File: src/rtl/ipml_hsst_txrate_chng_sched_if.sv
// Bundle of rate-change request, lane-FSM status and scheduler outputs for one HSST quad.
// master: fabric/lane side driving the i_* signals; slave: the scheduler.
interface ipml_hsst_txrate_chng_sched_if #(
    parameter int LANE_NUM = 4
);
    logic [LANE_NUM-1:0]   i_req;
    logic [3*LANE_NUM-1:0] i_req_ckdiv;
    logic [LANE_NUM-1:0]   i_txlane_done;
    logic [LANE_NUM-1:0]   i_txckdiv_done;
    logic [LANE_NUM-1:0]   o_tx_rate_chng;
    logic [3*LANE_NUM-1:0] o_txckdiv;
    logic [LANE_NUM-1:0]   o_ack;
    logic [LANE_NUM-1:0]   o_err;
    logic                  o_busy;
    logic [1:0]            o_cur_lane;

    modport master (
        output i_req, i_req_ckdiv, i_txlane_done, i_txckdiv_done,
        input  o_tx_rate_chng, o_txckdiv, o_ack, o_err, o_busy, o_cur_lane
    );

    modport slave (
        input  i_req, i_req_ckdiv, i_txlane_done, i_txckdiv_done,
        output o_tx_rate_chng, o_txckdiv, o_ack, o_err, o_busy, o_cur_lane
    );
endinterface

File: src/rtl/ipml_hsst_txrate_chng_sched.sv
// Serialises TX rate-change requests onto the per-lane TX reset FSMs, one lane at a time.
// Define IPML_HSST_TXRATE_SCHED_FIXED_PRIO_EN for fixed priority (lane 0 highest) instead of round-robin.
//
// state     | meaning
// ----------+-----------------------------------------------------------
// IDLE      | arbitrate among eligible lanes (req & txlane_done)
// SETUP     | new divider already on o_txckdiv[lane], strobe not yet raised
// ASSERT    | o_tx_rate_chng[lane] high for PULSE_CYC cycles
// WAIT_CLR  | wait for the lane's ckdiv-done to drop (timeout counting)
// WAIT_DONE | wait for ckdiv-done and txlane-done (timeout counting)
// ACK       | o_ack[lane] high for one cycle, pointer advanced
module ipml_hsst_txrate_chng_sched #(
    parameter int         LANE_NUM        = 4,
    parameter int         FREE_CLOCK_FREQ = 100,
    parameter int         TIMEOUT_US      = 10,
    parameter int         PULSE_CYC       = 4,
    parameter logic [2:0] INIT_CKDIV      = 3'd0
) (
    input logic clk,
    input logic rst_n,
    ipml_hsst_txrate_chng_sched_if.slave bus
);

    localparam int          TIMEOUT_CYC = TIMEOUT_US * FREE_CLOCK_FREQ;
    localparam logic [15:0] TO_LAST     = 16'(TIMEOUT_CYC - 1);
    localparam logic [3:0]  PULSE_LAST  = 4'(PULSE_CYC - 1);
    localparam logic [1:0]  LAST_LANE   = 2'(LANE_NUM - 1);

    typedef enum logic [2:0] {
        IDLE,
        SETUP,
        ASSERT,
        WAIT_CLR,
        WAIT_DONE,
        ACK
    } state_t;

    state_t              state;
    logic [1:0]          rr_ptr;
    logic [LANE_NUM-1:0] cur_oh;
    logic [3:0]          pulse_cnt;
    logic [15:0]         to_cnt;

    logic [LANE_NUM-1:0] elig;
    logic [LANE_NUM-1:0] sel_oh;
    logic [1:0]          sel_idx;
    logic                found;
    logic                clr_seen;
    logic                done_seen;
    logic [1:0]          ptr_next;

    assign elig      = bus.i_req & bus.i_txlane_done;
    assign clr_seen  = ~|(bus.i_txckdiv_done & cur_oh);
    assign done_seen = |(bus.i_txckdiv_done & bus.i_txlane_done & cur_oh);
    assign ptr_next  = (bus.o_cur_lane == LAST_LANE) ? 2'd0 : bus.o_cur_lane + 2'd1;

    // First eligible lane at or after the pointer, wrapping modulo LANE_NUM.
    always_comb begin
        found   = 1'b0;
        sel_idx = '0;
        sel_oh  = '0;
        for (int i = 0; i < LANE_NUM; i++) begin
            for (int n = 0; n < LANE_NUM; n++) begin
                if (!found && elig[n] && (((int'(rr_ptr) + i) % LANE_NUM) == n)) begin
                    found     = 1'b1;
                    sel_idx   = 2'(n);
                    sel_oh[n] = 1'b1;
                end
            end
        end
    end

    always_ff @(posedge clk or negedge rst_n) begin
        if (!rst_n) begin
            state              <= IDLE;
            rr_ptr             <= '0;
            cur_oh             <= '0;
            pulse_cnt          <= '0;
            to_cnt             <= '0;
            bus.o_tx_rate_chng <= '0;
            bus.o_txckdiv      <= {LANE_NUM{INIT_CKDIV}};
            bus.o_ack          <= '0;
            bus.o_err          <= '0;
            bus.o_busy         <= 1'b0;
            bus.o_cur_lane     <= '0;
        end else begin
            bus.o_ack <= '0;
            bus.o_err <= '0;
            case (state)
                IDLE: begin
                    if (found) begin
                        // Divider goes out a cycle ahead of the strobe so the lane FSM sees it settled.
                        for (int n = 0; n < LANE_NUM; n++) begin
                            if (sel_oh[n]) begin
                                bus.o_txckdiv[3*n +: 3] <= bus.i_req_ckdiv[3*n +: 3];
                            end
                        end
                        cur_oh         <= sel_oh;
                        bus.o_cur_lane <= sel_idx;
                        bus.o_busy     <= 1'b1;
                        state          <= SETUP;
                    end
                end
                SETUP: begin
                    bus.o_tx_rate_chng <= cur_oh;
                    pulse_cnt          <= PULSE_LAST;
                    state              <= ASSERT;
                end
                ASSERT: begin
                    if (pulse_cnt == 4'd0) begin
                        bus.o_tx_rate_chng <= '0;
                        to_cnt             <= '0;
                        state              <= WAIT_CLR;
                    end else begin
                        pulse_cnt <= pulse_cnt - 4'd1;
                    end
                end
                WAIT_CLR, WAIT_DONE: begin
                    if (state == WAIT_CLR && clr_seen) begin
                        to_cnt <= to_cnt + 16'd1;
                        state  <= WAIT_DONE;
                    end else if (state == WAIT_DONE && done_seen) begin
                        bus.o_ack <= cur_oh;
`ifndef IPML_HSST_TXRATE_SCHED_FIXED_PRIO_EN
                        rr_ptr    <= ptr_next;
`endif
                        state     <= ACK;
                    end else if (to_cnt == TO_LAST) begin
                        // Lane keeps the new divider; only the service is abandoned.
                        bus.o_err  <= cur_oh;
                        bus.o_busy <= 1'b0;
`ifndef IPML_HSST_TXRATE_SCHED_FIXED_PRIO_EN
                        rr_ptr     <= ptr_next;
`endif
                        state      <= IDLE;
                    end else begin
                        to_cnt <= to_cnt + 16'd1;
                    end
                end
                ACK: begin
                    bus.o_busy <= 1'b0;
                    state      <= IDLE;
                end
                default: begin
                    bus.o_tx_rate_chng <= '0;
                    bus.o_busy         <= 1'b0;
                    state              <= IDLE;
                end
            endcase
        end
    end

endmodule
File: src/flat_wrapper.sv
// flat-port wrapper written by rule: the top's interface ports become plain ports
module ipml_hsst_txrate_chng_sched_flat 
#(
    parameter int         LANE_NUM        = 4,
    parameter int         FREE_CLOCK_FREQ = 100,
    parameter int         TIMEOUT_US      = 10,
    parameter int         PULSE_CYC       = 4,
    parameter logic [2:0] INIT_CKDIV      = 3'd0
)
  (clk, rst_n, bus_i_req, bus_i_req_ckdiv, bus_i_txlane_done, bus_i_txckdiv_done, bus_o_tx_rate_chng, bus_o_txckdiv, bus_o_ack, bus_o_err, bus_o_busy, bus_o_cur_lane);
  ipml_hsst_txrate_chng_sched_if #(.LANE_NUM(LANE_NUM)) bus_i ();
  input logic clk;
  input logic rst_n;
  input wire logic [$bits(bus_i.i_req)-1:0] bus_i_req;
  input wire logic [$bits(bus_i.i_req_ckdiv)-1:0] bus_i_req_ckdiv;
  input wire logic [$bits(bus_i.i_txlane_done)-1:0] bus_i_txlane_done;
  input wire logic [$bits(bus_i.i_txckdiv_done)-1:0] bus_i_txckdiv_done;
  output wire logic [$bits(bus_i.o_tx_rate_chng)-1:0] bus_o_tx_rate_chng;
  output wire logic [$bits(bus_i.o_txckdiv)-1:0] bus_o_txckdiv;
  output wire logic [$bits(bus_i.o_ack)-1:0] bus_o_ack;
  output wire logic [$bits(bus_i.o_err)-1:0] bus_o_err;
  output wire logic [$bits(bus_i.o_busy)-1:0] bus_o_busy;
  output wire logic [$bits(bus_i.o_cur_lane)-1:0] bus_o_cur_lane;
  assign bus_i.i_req = bus_i_req;
  assign bus_i.i_req_ckdiv = bus_i_req_ckdiv;
  assign bus_i.i_txlane_done = bus_i_txlane_done;
  assign bus_i.i_txckdiv_done = bus_i_txckdiv_done;
  assign bus_o_tx_rate_chng = bus_i.o_tx_rate_chng;
  assign bus_o_txckdiv = bus_i.o_txckdiv;
  assign bus_o_ack = bus_i.o_ack;
  assign bus_o_err = bus_i.o_err;
  assign bus_o_busy = bus_i.o_busy;
  assign bus_o_cur_lane = bus_i.o_cur_lane;
  ipml_hsst_txrate_chng_sched #(.LANE_NUM(LANE_NUM), .FREE_CLOCK_FREQ(FREE_CLOCK_FREQ), .TIMEOUT_US(TIMEOUT_US), .PULSE_CYC(PULSE_CYC), .INIT_CKDIV(INIT_CKDIV)) u_core (.clk(clk), .rst_n(rst_n), .bus(bus_i));
endmodule
File: config.mk
export PLATFORM = sky130hd
export DESIGN_NAME = ipml_hsst_txrate_chng_sched_flat
export DESIGN_NICKNAME = d
export VERILOG_FILES = /design/src/rtl/ipml_hsst_txrate_chng_sched_if.sv /design/src/rtl/ipml_hsst_txrate_chng_sched.sv /design/src/flat_wrapper.sv
export SDC_FILE = /design/constraint.sdc
export NUM_CORES = 1
export LEC_CHECK = 0
export ABC_AREA = 1
export CAP_MARGIN = 20
export CORE_MARGIN = 1
export CORE_UTILIZATION = 40
export CTS_CLUSTER_SIZE = 12
export DETAILED_ROUTE_END_ITERATION = 8
export SLEW_MARGIN = 40
export SYNTH_ARGS = -nofsm -noshare
export SYNTH_HDL_FRONTEND = slang
export SYNTH_SLANG_ARGS = --single-unit
File: constraint.sdc
create_clock -name clk -period 3.2 [get_ports clk]
set_input_delay 0.32 -clock clk [delete_from_list [all_inputs] [get_ports clk]]
set_output_delay 0.32 -clock clk [all_outputs]
set_load 0.005 [all_outputs]
==> impl_metrics.csv <==
group,metric,value,unit
status,status,"complete, no violations",
critical_path,crit_fanout,14,
job,cap_violations,0,
global_route,grt_max_degree,24,
timing,fin_crit,2550,ps
timing,fin_ws,654,ps
drt,routedWlPerCell,13.6,µm
synthesis,syn_area,3030,µm²
cts,cts_inserted_buffers,5,
critical_path,reg2reg_slack,650,ps
power,p_seq_share,36.4,%
cells_and_area,drive_gt1_share,6.17,%
timing,drv_slew,0,
cts,cts_resized,0,
cts,postCtsSetupBuffers,0,
timing,hold_violations,0,
drt,route.vias.total,2812,
die,core_area,7290,µm²
placed_design,dp_hpwl,5.96,mm
hold_path,min_path_type,"in2async",
cells_and_area,fin_nets,482,
synthesis,async_flop_share,100,%
synthesis,synth-edff-count,0,
power,p_leak,0.00182,µW
synthesis,ys.flop_type,"dfrtp_1",
cts,clk_latency,310,ps
drt,drc,0,
global_route,grt_pass1_vias,2669,
global_route,grt_remaining_overflow,0,
power,switchingPower,1250,µW
timing,rsz0062_at_grt,"false",
die,fp.dieW,89.1,µm
die,start_util,41.6,%
power,power-per-cell-area,755,nW/µm²
timing,holdWs,5.04,ps
synthesis,yosysSeqAreaShare,46.2,%
drt,dr.pass1.iters,4,
synthesis,synth_cells,393,
synthesis,synth_top_area_share,46.2,%
global_route,grt_pass1_wl,12.4,mm
die,dieArea,7940,µm²
timing,fin_crit_sh,79.6,%
power,clockPowerShare,14.6,%
synthesis,syn_nets,422,
drt,drtIter0Drc,127,
critical_path,worstSetupEndpointType,"register",
critical_path,cp.required,3390,ps
power,cell_internal_pwr,1610,µW
cells_and_area,syn_to_final_growth,24.6,%
critical_path,cp.arrival,2740,ps
synthesis,yosys-top-cells-area,"dfrtp_1 (46%), nand2_1 (13%), inv_1 (6.2%)",
placed_design,globalplace.congestion,0.846,
drt,ant_nets,0,
synthesis,yosys.area.top_type,"dfrtp_1",
die,die_y,89.1,µm
timing,tns,0,ps
die,rows,31,
synthesis,synth_cell_types,32,
drt,vias_per_cell,5.08,
drt,drt-total-wl,7.51,mm
synthesis,ys_warn_count,0,
timing,setup_viol,0,
placed_design,dp_slack,365,ps
cts,clk_pin_slew_worst_paths,110,ps
global_route,antenna_found_initial,0,
cts,clkSinkCount,56,
synthesis,synth_seq_cells,56,
cts,clock_path_buffers,2,
critical_path,startpoint_type,"register",
global_route,grt_use_total,20.4,%
synthesis,avgSynthCellArea,7.72,µm²
critical_path,worstSetupPathType,"reg2reg",
power,p_sw_share,43.7,%
cts,h-tree-depth,2,
die,io_pins,53,
cts,cts_tree,"built",
placed_design,io_buffers,52,
cells_and_area,diodes,0,
power,ir_drop,0.000344,V
cts,clockRootBuffer,"clkbuf_8",
timing,skew,16.3,ps
timing,fmax,393,MHz
cts,cts_hold_buf,0,
timing,worst_slew_pin_slew,595,ps
timing,max_slew_margin,60.3,%
power,p_comb_share,49.0,%
[cells in the final DEF (no fill, tap or decap), types with 2 or more instances in the layout]
| master | count |
|---|---|
| a21oi_1 | 8 |
| a32o_1 | 2 |
| buf_4 | 5 |
| clkbuf_8 | 5 |
| clkdlybuf4s50_1 | 51 |
| dfrtp_1 | 56 |
| ha_1 | 3 |
| inv_1 | 50 |
| inv_2 | 3 |
| inv_6 | 2 |
| nand2_1 | 106 |
| nand2_2 | 2 |
| nand3_1 | 37 |
| nand4_1 | 14 |
| nor2_1 | 38 |
| nor2_2 | 2 |
| nor2_4 | 4 |
| nor3_1 | 14 |
| nor3b_1 | 2 |
| nor4_1 | 6 |
| o21ai_0 | 11 |
| o21ai_1 | 4 |
| o22ai_1 | 4 |
| o31ai_1 | 7 |
| xor2_1 | 8 |
[power groups by stage]
stage               Combinational [µW]  Sequential, µW  Clock, µW
CTS                               1410            1040        430
finish                            1400            1040        416
global route                      1580            1070        459
global placement                  1400            1060          0
detailed placement                1410            1050          0
floorplan                          908            1030          0
[synthesized netlist by cell type, types with 3 or more instances]
cell type  count
inv_2          3
nor2_4         4
nand2_1      106
o21ai_1        4
nor3_1        14
o21ai_0       11
nor2_1        38
inv_1         50
nand3_1       37
a21oi_1        8
ha_1           3
dfrtp_1       56
o31ai_1        7
nand4_1       14
o22ai_1        4
xor2_1         8
nor4_1         6
[layout make-up]
class                      count  area (µm²)
tap                           99         124
sequential                    56        1400
clock inverter                 3        28.8
clock buffer                   5        68.8
inverter                      53         199
fill                         775        3510
timing repair buffer          57         553
multi-input combinational    280        1410
[path summary, 6_finish.rpt]
path | from | to | cells after the start
worst max-delay path | u_core.to_cnt[6] | u_core.to_cnt[7] | 12
worst min-delay path | rst_n | u_core.to_cnt[4] | 1
worst max register to register | u_core.to_cnt[6] | u_core.to_cnt[7] | 12
worst min register to register | u_core.bus.o_txckdiv[6] | u_core.bus.o_txckdiv[6] | 2
max in group asynchronous | rst_n | u_core.cur_oh[3] | 2
min in group clk | u_core.bus.o_txckdiv[6] | u_core.bus.o_txckdiv[6] | 2
[registers in the layout (all words and copies together) (netlist names)]
name	cells
u_core.bus.o_ack	4
u_core.to_cnt	16
u_core.bus.o_tx_rate_chng	4
u_core.bus.o_cur_lane	2
u_core.state	3
u_core.bus.o_busy	1
u_core.pulse_cnt	4
u_core.cur_oh	4
u_core.rr_ptr	2
u_core.bus.o_err	4
u_core.bus.o_txckdiv	12
[logic make-up (layout without fill, tap and decap cells)]
kind of cell / count (synthesis) / after routing / share of synthesized area (%)
simple gates: 229 / 229 / 34.8
flops: 56 / 56 / 46.2
buf+inv: 57 / 118 / 7.51
fa+ha+maj: 3 / 3 / 1.24
xor+xnor: 8 / 8 / 2.31
compound gates: 40 / 40 / 8.00
[stage by stage]
step	instance area, µm²	instances	utilization [%]	power [µW]
after detailed placement	3680	545	50.5	2460
after CTS	3780	553	51.8	2880
final	3780	553	51.8	2850
after floorplan	3030	393	-	1940
after global placement	3680	545	50.5	2450
after global routing	3780	553	51.8	3110
[critical path: stages (launching register included)]
cell     delay, ps
dfrtp_1        420
nand2_1        170
nor3_1         160
nand4_1        100
nor4_1         390
nand3_1        140
nand2_1        150
nor2_1          60
buf_4          170
inv_1          330
nor2_1         140
a21oi_1        150
nor2_1          50
[routing by layer]
metal / track usage, % / vias to the layer above / wire length (µm)
met5: 0 / - / 0
met4: 6.20 / 0 / 161
met3: 4.71 / 14 / 427
met2: 32.8 / 86 / 3380
met1: 27.5 / 1293 / 3550
li1: - / 1419 / -
No activity file was read; power rests on OpenSTA's default activity.
